`config.mk`:
```
export PLATFORM = sky130hd
export DESIGN_NAME = line_rotator
export DESIGN_NICKNAME = d
export VERILOG_FILES = /design/src/rtl/line_rotator_pkg.sv /design/src/rtl/rot_amount_counter.sv /design/src/rtl/line_rotator.sv
export SDC_FILE = /design/constraint.sdc
export NUM_CORES = 1
export LEC_CHECK = 0
export CAP_MARGIN = 20
export CELL_PAD_IN_SITES_DETAIL_PLACEMENT = 1
export CELL_PAD_IN_SITES_GLOBAL_PLACEMENT = 2
export CORE_MARGIN = 3
export CORE_UTILIZATION = 36
export DETAILED_ROUTE_END_ITERATION = 8
export MAX_ROUTING_LAYER = met4
export PLACE_DENSITY_LB_ADDON = 0.1
export SLEW_MARGIN = 25
export SYNTH_ARGS = -nofsm -noshare
export SYNTH_HDL_FRONTEND = slang
export SYNTH_HIERARCHICAL = 1
export SYNTH_SLANG_ARGS = --single-unit
```
`constraint.sdc`:
```
create_clock -name clk -period 8 [get_ports clk]
set_clock_uncertainty 0.2 [all_clocks]
set_input_delay 1.2 -clock clk [delete_from_list [all_inputs] [get_ports clk]]
set_output_delay 1.2 -clock clk [all_outputs]
set_load 0.03 [all_outputs]
```
`src/rtl/line_rotator_pkg.sv`:
```
//------------------------------------------------------------------------------
// Module   : line_rotator_pkg
// Purpose  : Shared constants and FSM state encoding for the line rotator.
// Revision : 1.0
//------------------------------------------------------------------------------
`default_nettype none

package line_rotator_pkg;

    localparam int MEMSIZE  = 25;
    localparam int CNTW     = 6;
    localparam int LINE_MOD = 25;

    typedef enum logic [1:0] {
        IDLE   = 2'd0,
        REDUCE = 2'd1,
        ROTATE = 2'd2,
        FINISH = 2'd3
    } state_t;

endpackage

`default_nettype wire

```
`src/rtl/rot_amount_counter.sv`:
```
//------------------------------------------------------------------------------
// Module   : rot_amount_counter
// Purpose  : Rotation-amount register with load, subtract-LINE_MOD and
//            decrement controls, plus >=LINE_MOD and zero flags.
// Revision : 1.0
//------------------------------------------------------------------------------
`default_nettype none

module rot_amount_counter #(
    parameter int CNTW = 6
) (
    input  logic            clk,
    input  logic            rst,
    input  logic            i_load,
    input  logic [CNTW-1:0] i_load_val,
    input  logic            i_sub,
    input  logic            i_dec,
    output logic [CNTW-1:0] o_amt,
    output logic            o_ge_mod,
    output logic            o_zero
);
    import line_rotator_pkg::*;

    localparam logic [CNTW-1:0] c_line_mod = CNTW'(LINE_MOD);

    logic [CNTW-1:0] r_amt;
    logic            w_ge_mod;
    logic            w_zero;

    assign w_ge_mod = (r_amt >= c_line_mod);
    assign w_zero   = (r_amt == '0);

    // Each step is guarded by its flag so the register can never wrap below 0.
    always_ff @(posedge clk or negedge rst) begin
        if (!rst) begin
            r_amt <= '0;
        end else if (i_load) begin
            r_amt <= i_load_val;
        end else if (i_sub && w_ge_mod) begin
            r_amt <= r_amt - c_line_mod;
        end else if (i_dec && !w_zero) begin
            r_amt <= r_amt - 1'b1;
        end
    end

    assign o_amt    = r_amt;
    assign o_ge_mod = w_ge_mod;
    assign o_zero   = w_zero;

endmodule

`default_nettype wire

```
`src/rtl/line_rotator.sv`:
```
//------------------------------------------------------------------------------
// Module   : line_rotator
// Purpose  : Rotates a MEMSIZE-bit line left or right by count positions,
//            one bit per cycle after reducing count modulo the line length.
// Revision : 1.0
//------------------------------------------------------------------------------
`default_nettype none

module line_rotator #(
    parameter int MEMSIZE = 25,
    parameter int CNTW    = 6
) (
    input  logic               clk,
    input  logic               rst,
    input  logic               start,
    input  logic [MEMSIZE-1:0] lineIn,
    input  logic [CNTW-1:0]    count,
    input  logic               dir,
    output logic               busy,
    output logic               done,
    output logic [MEMSIZE-1:0] lineOut
);
    import line_rotator_pkg::*;

    state_t             r_state;
    state_t             w_state_nxt;
    logic [MEMSIZE-1:0] r_work;
    logic               r_dir;
    logic [MEMSIZE-1:0] r_line_out;

    logic               w_load;
    logic               w_sub;
    logic               w_dec;
    logic               w_out_load;
    logic [CNTW-1:0]    w_amt;
    logic               w_ge_mod;
    logic               w_zero;

    rot_amount_counter #(
        .CNTW (CNTW)
    ) u_amount (
        .clk        (clk),
        .rst        (rst),
        .i_load     (w_load),
        .i_load_val (count),
        .i_sub      (w_sub),
        .i_dec      (w_dec),
        .o_amt      (w_amt),
        .o_ge_mod   (w_ge_mod),
        .o_zero     (w_zero)
    );

    always_ff @(posedge clk or negedge rst) begin
        if (!rst) begin
            r_state <= IDLE;
        end else begin
            r_state <= w_state_nxt;
        end
    end

    always_comb begin
        w_state_nxt = r_state;
        w_load      = 1'b0;
        w_sub       = 1'b0;
        w_dec       = 1'b0;
        w_out_load  = 1'b0;
        case (r_state)
            IDLE: begin
                if (start) begin
                    w_load      = 1'b1;
                    w_state_nxt = REDUCE;
                end
            end
            REDUCE: begin
                if (w_ge_mod) begin
                    w_sub = 1'b1;
                end else begin
                    w_state_nxt = ROTATE;
                end
            end
            ROTATE: begin
                // lineOut is loaded on the way into FINISH so it is valid with done.
                if (!w_zero) begin
                    w_dec = 1'b1;
                end else begin
                    w_out_load  = 1'b1;
                    w_state_nxt = FINISH;
                end
            end
            FINISH: begin
                w_state_nxt = IDLE;
            end
            default: begin
                w_state_nxt = IDLE;
            end
        endcase
    end

    always_ff @(posedge clk or negedge rst) begin
        if (!rst) begin
            r_work <= '0;
            r_dir  <= 1'b0;
        end else if (w_load) begin
            r_work <= lineIn;
            r_dir  <= dir;
        end else if (w_dec) begin
            if (r_dir) begin
                r_work <= {r_work[0], r_work[MEMSIZE-1:1]};
            end else begin
                r_work <= {r_work[MEMSIZE-2:0], r_work[MEMSIZE-1]};
            end
        end
    end

    always_ff @(posedge clk or negedge rst) begin
        if (!rst) begin
            r_line_out <= '0;
        end else if (w_out_load) begin
            r_line_out <= r_work;
        end
    end

    assign busy    = (r_state != IDLE);
    assign done    = (r_state == FINISH);
    assign lineOut = r_line_out;

endmodule

`default_nettype wire

```
; ---- Word-level counts from Yosys, hierarchy flattened
; Cells that the tools add are included.
[word_totals]
wordCells = 41
output_inout_bits = 27
ff_bits = 59
inputBits = 35
[op_classes]
muxes = 18
n_reduce_logical = 9
n_eq_ne = 6
addsub = 2
magnitude_cmp = 1
[op_table]
columns = op, count
row1 = $mux 25, 3
row2 = $mux 6, 3
row3 = $mux 1, 8
row4 = $pmux 2 s4, 1
row5 = $ge 6x5->1 const B, 1
row6 = $logic_not 6->1, 1
row7 = $mux 2, 3
row8 = $sub 6x1->6 const B, 1
row9 = $sub 6x5->6 const B, 1
row10 = $eq 2x2->1 const B, 2
row11 = $ne 2x2->1 const B, 2
row12 = $reduce_bool 2->1, 2
row13 = $reduce_and 3->1, 1
row14 = $reduce_bool 3->1, 1
row15 = $eq 2x1->1 const B, 1
row16 = $logic_and 1x1->1, 2
row17 = $logic_not 2->1, 1
row18 = $ne 2x1->1 const B, 1
row19 = $logic_not 1->1, 1

; ---- Depth between registers and ports, before layout
; Gate-level depths: netlist of the first run.
[depth]
word_depth = 7
depth_mapped = 14
ltp_nobuf = 11

; ---- Hierarchy
; The synthesis of the first run kept the hierarchy.
[by_module_without_submodules]
columns = module, instances, seq_area_each_um2, area_each_um2, cells_each
row1 = line_rotator, 1, 1326.3, 2690.1, 240
row2 = rot_amount_counter, 1, 150.1, 539.3, 63

; ---- Least setup slack after synthesis of the first run
; Ideal clock, no wire load.
[synth_path]
path_kind = input to register
startpoint = in start
endpoint = reg u_amount.r_amt[1] (netlist: u_amount/o_amt[1])
n_path_buf = 2
t_arrival_ps = 2225
path_slack_ps = 5440
path_stages = 7
setup_time_ps = 136
required_time_ps = 7664
path_cell_list = nand2_1 inv_2 buf_4 buf_1 inv_1 nor2_1 a311oi_2
[synth_between]
elab_chain_len = 3
elab_cells_between_ends = 4
classes_between = mux: 3 / reduce/logical: 1
[synth_rtl]
columns = item, line
row1 = "start, declared", line_rotator.sv:15  ; input logic start,
row2 = $mux 1 *, line_rotator.sv:69  ; if (start) begin
row3 = $mux 1 *, line_rotator.sv:67  ; case (r_state)
row4 = net w_load, line_rotator.sv:31  ; logic w_load;
row5 = $reduce_bool 3->1 (no line) or $mux 6 (tied branches), -
row6 = "end signal, assigned", rot_amount_counter.sv:38  ; r_amt <= i_load_val;
row7 = "end signal, assigned", rot_amount_counter.sv:40  ; r_amt <= r_amt - c_line_mod;
row8 = "end signal, assigned", rot_amount_counter.sv:42  ; r_amt <= r_amt - 1'b1;
row9 = "end, declared", rot_amount_counter.sv:26  ; logic [CNTW-1:0] r_amt;
; Mark *: on every way through the listed nets, which the timed path passes. The rest lies on a longest branch.
; A chain may end at the register's enable or synchronous reset.

; ---- Worst setup path after layout of the first run
[layout_path]
startpoint = in start
endpoint = reg u_amount.r_amt[1] (netlist: u_amount/o_amt[1])
[layout_between]
elab_chain_len = 3
elab_cells_between_ends = 4
classes_between = mux: 3 / reduce/logical: 1
[layout_rtl]
columns = item, line
row1 = $mux 1 *, line_rotator.sv:69
row2 = $mux 1 *, line_rotator.sv:67
row3 = $reduce_bool 3->1 (no line) or $mux 6 (tied branches), -
; Mark *: on every way between the ends. The rest lies on a longest branch, timed or not.

==> metrics.md, run 1 <==
| Metric | Value |
|---|---|
| CTS Buffer Depth | `2` |
| Critical Path Start Type | `input pin` |
| CTS sink count | `59` |
| Fillers | `941` |
| Core Region | `8460 sq um` |
| Number of global-route vias before repair | `2527` |
| Initial antenna violation count | `0` |
| Pre-CTS setup slack | `4150 ps` |
| Async S/R FF share, synth | `1.00` |
| Post-synth top area cell | `dfrtp_1` |
| Status | `finished clean` |
| Total Nets Final | `395` |
| WS Path Type | `in -> reg` |
| Clock root buffer | `clkbuf_8` |
| Worst reg-to-reg setup slack | `4650 ps` |
| Chip height | `101 um` |
| Peak supply drop | `0.130 mV` |
| Routed vias/inst | `5.23` |
| Syn avg cell area | `10.7 sq um` |
| Worst slew margin | `0.386` |
| CP Capture Type | `register` |
| Mapped Cells | `303` |
| All-Layer GR Usage | `0.167` |
| Crit path cell chain | `clkdlybuf4s50_1 -> nand2_1 -> inv_2 -> inv_1 -> nor2_1 -> a311oi_2` |
| Pwr per Cell Area | `414 nW/um^2` |
| Critical-path top delay cell | `inv_2` |
| Seq/Total Area, Yosys | `0.457` |
| RR Endpoint | `u_amount/o_amt[4]` |
| RSZ-0062 raised after global routing | `no` |
| HPWL Detailed | `4970 um` |
| Hold Buf Count CTS | `0` |
| Setup Buffers After CTS | `0` |
| Initial core utilization | `0.382` |
| Worst hold path depth | `1` |
| CP delay by family, top | `buffers and inverters` |
| Ant. Diodes | `0` |
| Synthesis-stage register bit count | `59` |
| # H-tree levels | `3` |
| CTS tree | `done` |
| Largest net degree at the start of global routing | `60` |
| Final WL | `7590 um` |
| Starting DRC count in detailed routing | `109` |
| Reg2reg start | `u_amount/o_amt[1]` |
| CP max FO | `36` |
| Clock latency on the worst-skew pair | `330 ps` |
| Crit path depth | `6` |
| Reg clk slew, reported paths | `60 ps` |
| Worst Hold End | `lineOut[0]` |
| Yosys cell types | `45` |
| Crit path launch | `start` |
| Slew Viols, Final | `0` |
| Final period util | `0.429` |
| Share of the synthesized area in the top cell type | `0.457` |
| Max incr delay on CP | `730 ps` |
| Main synth FF type | `dfrtp_1` |
| Global route overflow | `0` |
| Worst Hold Class | `reg -> reg` |
| Vias | `2421` |
| Required @ worst endpoint | `8000 ps` |
| Layout cells sized above 1 | `0.207` |
| ANT nets after route | `0` |
| Setup violations, final | `0` |
| Leakage Power | `1.64 nW` |
| Fin Setup TNS | `0 ps` |
| Worst slew pin tran | `921 ps` |
| Syn nets | `344` |
| Site row count | `33` |
| Post-layout minimum cycle time | `3430 ps` |
| Most frequent cell after synthesis | `dfrtp_1` |
| Number of warning messages in the yosys log | `6` |
| IO Pins | `62` |
| R2R cell count | `10` |
| Total power | `0.00165 W` |
| Area grow syn2layout | `23.3%` |
| Die Area | `10100 sq um` |
| Top cells by count, synth | `dfrtp_1, nand2_1, o21ai_0` |
| Arrival time worst endpoint | `3430 ps` |
| Final hold vios | `0` |
| Cell area after synthesis | `3230 sq um` |
| PostCTS Resize Cnt | `0` |
| Die W | `101 um` |
| DR DRC count | `0` |
| Worst path buffer plus inverter count | `3` |
| Final worst setup slack | `4570 ps` |
| CTS buffer count | `9` |
| Min-delay src | `lineOut[0]` |
| Max Cap Viol | `0` |
| First-pass GRT wire length | `13100 um` |
| Drt pass-1 iters | `4` |
| Post-synth EDFFs | `0` |
| GPL Wtd Cong | `0.742` |
| Fmax | `291 MHz` |
| IO Port Bufs | `61` |
| DR WL/cell | `16.4 um` |
| Top area cells in the synthesized netlist | `dfrtp_1, mux2_2, a211oi_2, o21ai_0, nand2_1` |
==> per-layer routing <==
| metal | share of wire | vias up | wire, um | global-route usage |
|---|---|---|---|---|
| met5 | 0 | - | 0 | - |
| met4 | 0.0087 | 0 | 66 | 0.0466 |
| met3 | 0.043 | 6 | 324 | 0.0422 |
| met2 | 0.46 | 46 | 3520 | 0.247 |
| met1 | 0.48 | 1202 | 3670 | 0.226 |
| li1 | - | 1167 | - | - |
==> registers in the layout, indices dropped and copies added (netlist names) <==
name            cells
lineOut            25
r_state             2
r_work             25
u_amount/o_amt      6
r_dir               1
==> report_power, final <==
group	internal, W	switching, W	leakage (nW)
combinational	0.000363	0.000424	0.809
sequential	0.000440	0.000172	0.740
clock	0.000135	0.000114	0.0953
total	0.000938	0.000710	1.64
==> logic make-up (layout without fill, tap and decap cells) <==
logic type	after synthesis	after routing	synth area share
xor gates and xnor gates	3	3	0.00814
buffers and inverters	32	87	0.0678
adders and majority gates	6	6	0.0232
and+or+nand+nor	79	79	0.127
muxes	30	30	0.103
DFF	59	59	0.457
AOI/OAI and AO/OA	94	94	0.213
==> final cells by class <==
type / count / area [sq um] / share of cell area
clock buffers: 13 / 169 / 0.0424
clock inverters: 2 / 10.0 / 0.00251
inverters: 10 / 42.5 / 0.0107
multi-input cells: 212 / 1540 / 0.386
flip-flops and latches: 59 / 1480 / 0.372
well taps: 105 / 131 / 0.0330
repair buffers: 62 / 613 / 0.154
==> how the worst max path moves through the flow <==
stage | to | slack (ps)
6_report | u_amount/o_amt[1] | 4570
3_5_place_dp | u_amount/o_amt[1] | 4150
5_1_grt | u_amount/o_amt[1] | 4280
4_1_cts | u_amount/o_amt[1] | 4530
2_1_floorplan | u_amount/o_amt[1] | 5440
3_3_place_gp | u_amount/o_amt[1] | 4220
==> through the flow <==
| stage | area [sq um] | utilization | hold WS, ps | instances |
|---|---|---|---|---|
| after floorplan | 3230 | - | 313 | 303 |
| after global placement | 3800 | 0.449 | 287 | 448 |
| after detailed placement | 3800 | 0.449 | 293 | 448 |
| after CTS | 3980 | 0.470 | 309 | 463 |
| after global routing | 3980 | 0.471 | 320 | 463 |
| final | 3980 | 0.471 | 305 | 463 |
==> layout by cell type, fill, tap and decap left out, types with 12 or more instances in the layout <==
cell / count
a211oi_2: 20
nor2b_1: 18
dfrtp_1: 58
o21ai_1: 25
clkbuf_8: 12
mux2_2: 26
clkdlybuf4s50_1: 60
o21ai_0: 30
nand2_1: 36
(Power assumes the default switching activity.)
==> inputs of run 2 (changes only) <==
CORE_UTILIZATION = 33   (was 36)
clock period = 3.4 ns   (was 8 ns; I/O delays follow)
==> run 2 against run 1 <==
Compared with the run above:
- first-iteration DRC count shrank 42%
- worst hold slack worse by 220 ps
- cell area rose by 2.2%
- critical path type is now reg -> reg
==> metrics.md, run 2 (same netlist as run 1, synthesis figures left out) <==
| Metric | Value |
|---|---|
| Fillers | `1080` |
| Max incr delay on CP | `490 ps` |
| Reg clk slew, reported paths | `70 ps` |
| Peak supply drop | `0.389 mV` |
| Arrival time worst endpoint | `2800 ps` |
| PostCTS Resize Cnt | `0` |
| Final worst setup slack | `618 ps` |
| Drt pass-1 iters | `4` |
| Initial antenna violation count | `0` |
| CP Capture Type | `register` |
| P_sw | `0.00171 W` |
| Area grow syn2layout | `26.1%` |
| Combinational Power Share | `0.468` |
| Total Nets Final | `399` |
| Critical-path top delay cell | `or3b_2` |
| Layout cells sized above 1 | `0.218` |
| Crit path cell chain | `inv_1 -> ha_1 -> or3b_2 -> a21o_1 -> nand2_1 -> inv_1 -> o311a_1 -> or2_0 -> mux2i_1 -> a21oi_1` |
| HPWL Detailed | `5310 um` |
| Post-layout minimum cycle time | `2780 ps` |
| Routed vias/inst | `5.06` |
| IO Port Bufs | `61` |
| Internal | `0.00231 W` |
| Chip height | `105 um` |
| Worst reg-to-reg setup slack | `620 ps` |
| Vias | `2490` |
| WS Path Type | `reg -> reg` |
| Most frequent cells in the layout | `clkdlybuf4s50_1, dfrtp_1, nand2_1, o21ai_0, mux2_2` |
| Fmax | `359 MHz` |
| Worst path buffer plus inverter count | `2` |
| Max Cap Viol | `0` |
| Final period util | `0.818` |
| Final Instance Area | `4070 sq um` |
| IO Pins | `62` |
| Worst slew margin | `0.430` |
| Required @ worst endpoint | `3420 ps` |
| Pre-CTS setup slack | `637 ps` |
| Slew Viols, Final | `0` |
| Worst slew pin tran | `855 ps` |
| Number of global-route vias before repair | `2752` |
| Multi-input gate area | `1540 sq um` |
| Register share of total power | `0.359` |
| Setup Buffers After CTS | `0` |
| CTS sink count | `59` |
| Die Area | `11000 sq um` |
| CP delay by family, top | `simple AND/OR/NAND/NOR gates` |
| Die W | `105 um` |
| Initial core utilization | `0.345` |
| Global route overflow | `0` |
| Status | `finished clean` |
| Sequential Area | `1480 sq um` |
| CTS buffer count | `9` |
| Core Region | `9370 sq um` |
| Pwr per Cell Area | `988 nW/um^2` |
| CP max FO | `6` |
| Critical Path Start Type | `register` |
| Setup violations, final | `0` |
| CP dominant cell by count | `inv_1` |
| DR WL/cell | `16.4 um` |
| Site row count | `35` |
| Final WL | `8080 um` |
| Placed Area | `3860 sq um` |
| Sw frac | `0.425` |
| ANT nets after route | `0` |
| Largest net degree at the start of global routing | `52` |
| CTS tree | `done` |
| Hold Buf Count CTS | `0` |
| # H-tree levels | `3` |
| Worst Hold Class | `in -> async` |
| Starting DRC count in detailed routing | `63` |
| Leakage Power | `1.68 nW` |
| CTS Buffer Depth | `2` |
| First-pass GRT wire length | `14000 um` |
| GPL Wtd Cong | `0.783` |
| Clk pwr share | `0.172` |
| All-Layer GR Usage | `0.162` |
| DR DRC count | `0` |
| RSZ-0062 raised after global routing | `no` |
| Final hold vios | `0` |
| Ant. Diodes | `0` |
| Clock root buffer | `clkbuf_8` |
| Commonest non-fill, non-tap cell in the layout | `clkdlybuf4s50_1` |
| Fin Setup TNS | `0 ps` |
| Clock latency on the worst-skew pair | `330 ps` |
-- run 2: path summary, 6_finish.rpt --
check / from / endpoint / cells after the start
max: u_amount/o_amt[1] / u_amount/o_amt[5] / 10
min: rst / lineOut[24] / 1
max reg2reg: u_amount/o_amt[1] / u_amount/o_amt[5] / 10
min reg2reg: lineOut[0] / lineOut[0] / 1
max in group asynchronous: rst / lineOut[6] / 2
min in group clk: lineOut[0] / lineOut[0] / 1
-- run 2: power groups by stage --
stage | logic [W] | clock network [W] | registers, W
after detailed placement | 0.00191 | 0 | 0.00145
after CTS | 0.00192 | 0.000723 | 0.00144
final | 0.00188 | 0.000693 | 0.00144
after global routing | 0.00210 | 0.000754 | 0.00151
after global placement | 0.00187 | 0 | 0.00145
after floorplan | 0.00139 | 0 | 0.00146
-- run 2: layout make-up --
cell class,count,share of cell area
clock buffer,10,0.0313
clock inverter,6,0.0197
inverter,10,0.0104
multi-input combinational,212,0.377
sequential,59,0.364
tap,129,0.0396
timing repair buffer,66,0.158
-- run 2: metal layers --
| layer | wire length (um) | share of wire | track usage |
|---|---|---|---|
| met5 | 0 | 0 | - |
| met2 | 3860 | 0.48 | 0.252 |
| met3 | 328 | 0.041 | 0.0457 |
| met4 | 109 | 0.013 | 0.0515 |
| met1 | 3780 | 0.47 | 0.205 |
-- run 2: stage by stage --
stage	utilization	power (W)	instances	hold slack [ps]
2_1_floorplan	-	0.00285	303	14.4
3_5_place_dp	0.412	0.00336	476	293
6_report	0.434	0.00402	492	88.3
5_1_grt	0.434	0.00436	492	132
3_3_place_gp	0.412	0.00332	476	287
4_1_cts	0.434	0.00409	492	104
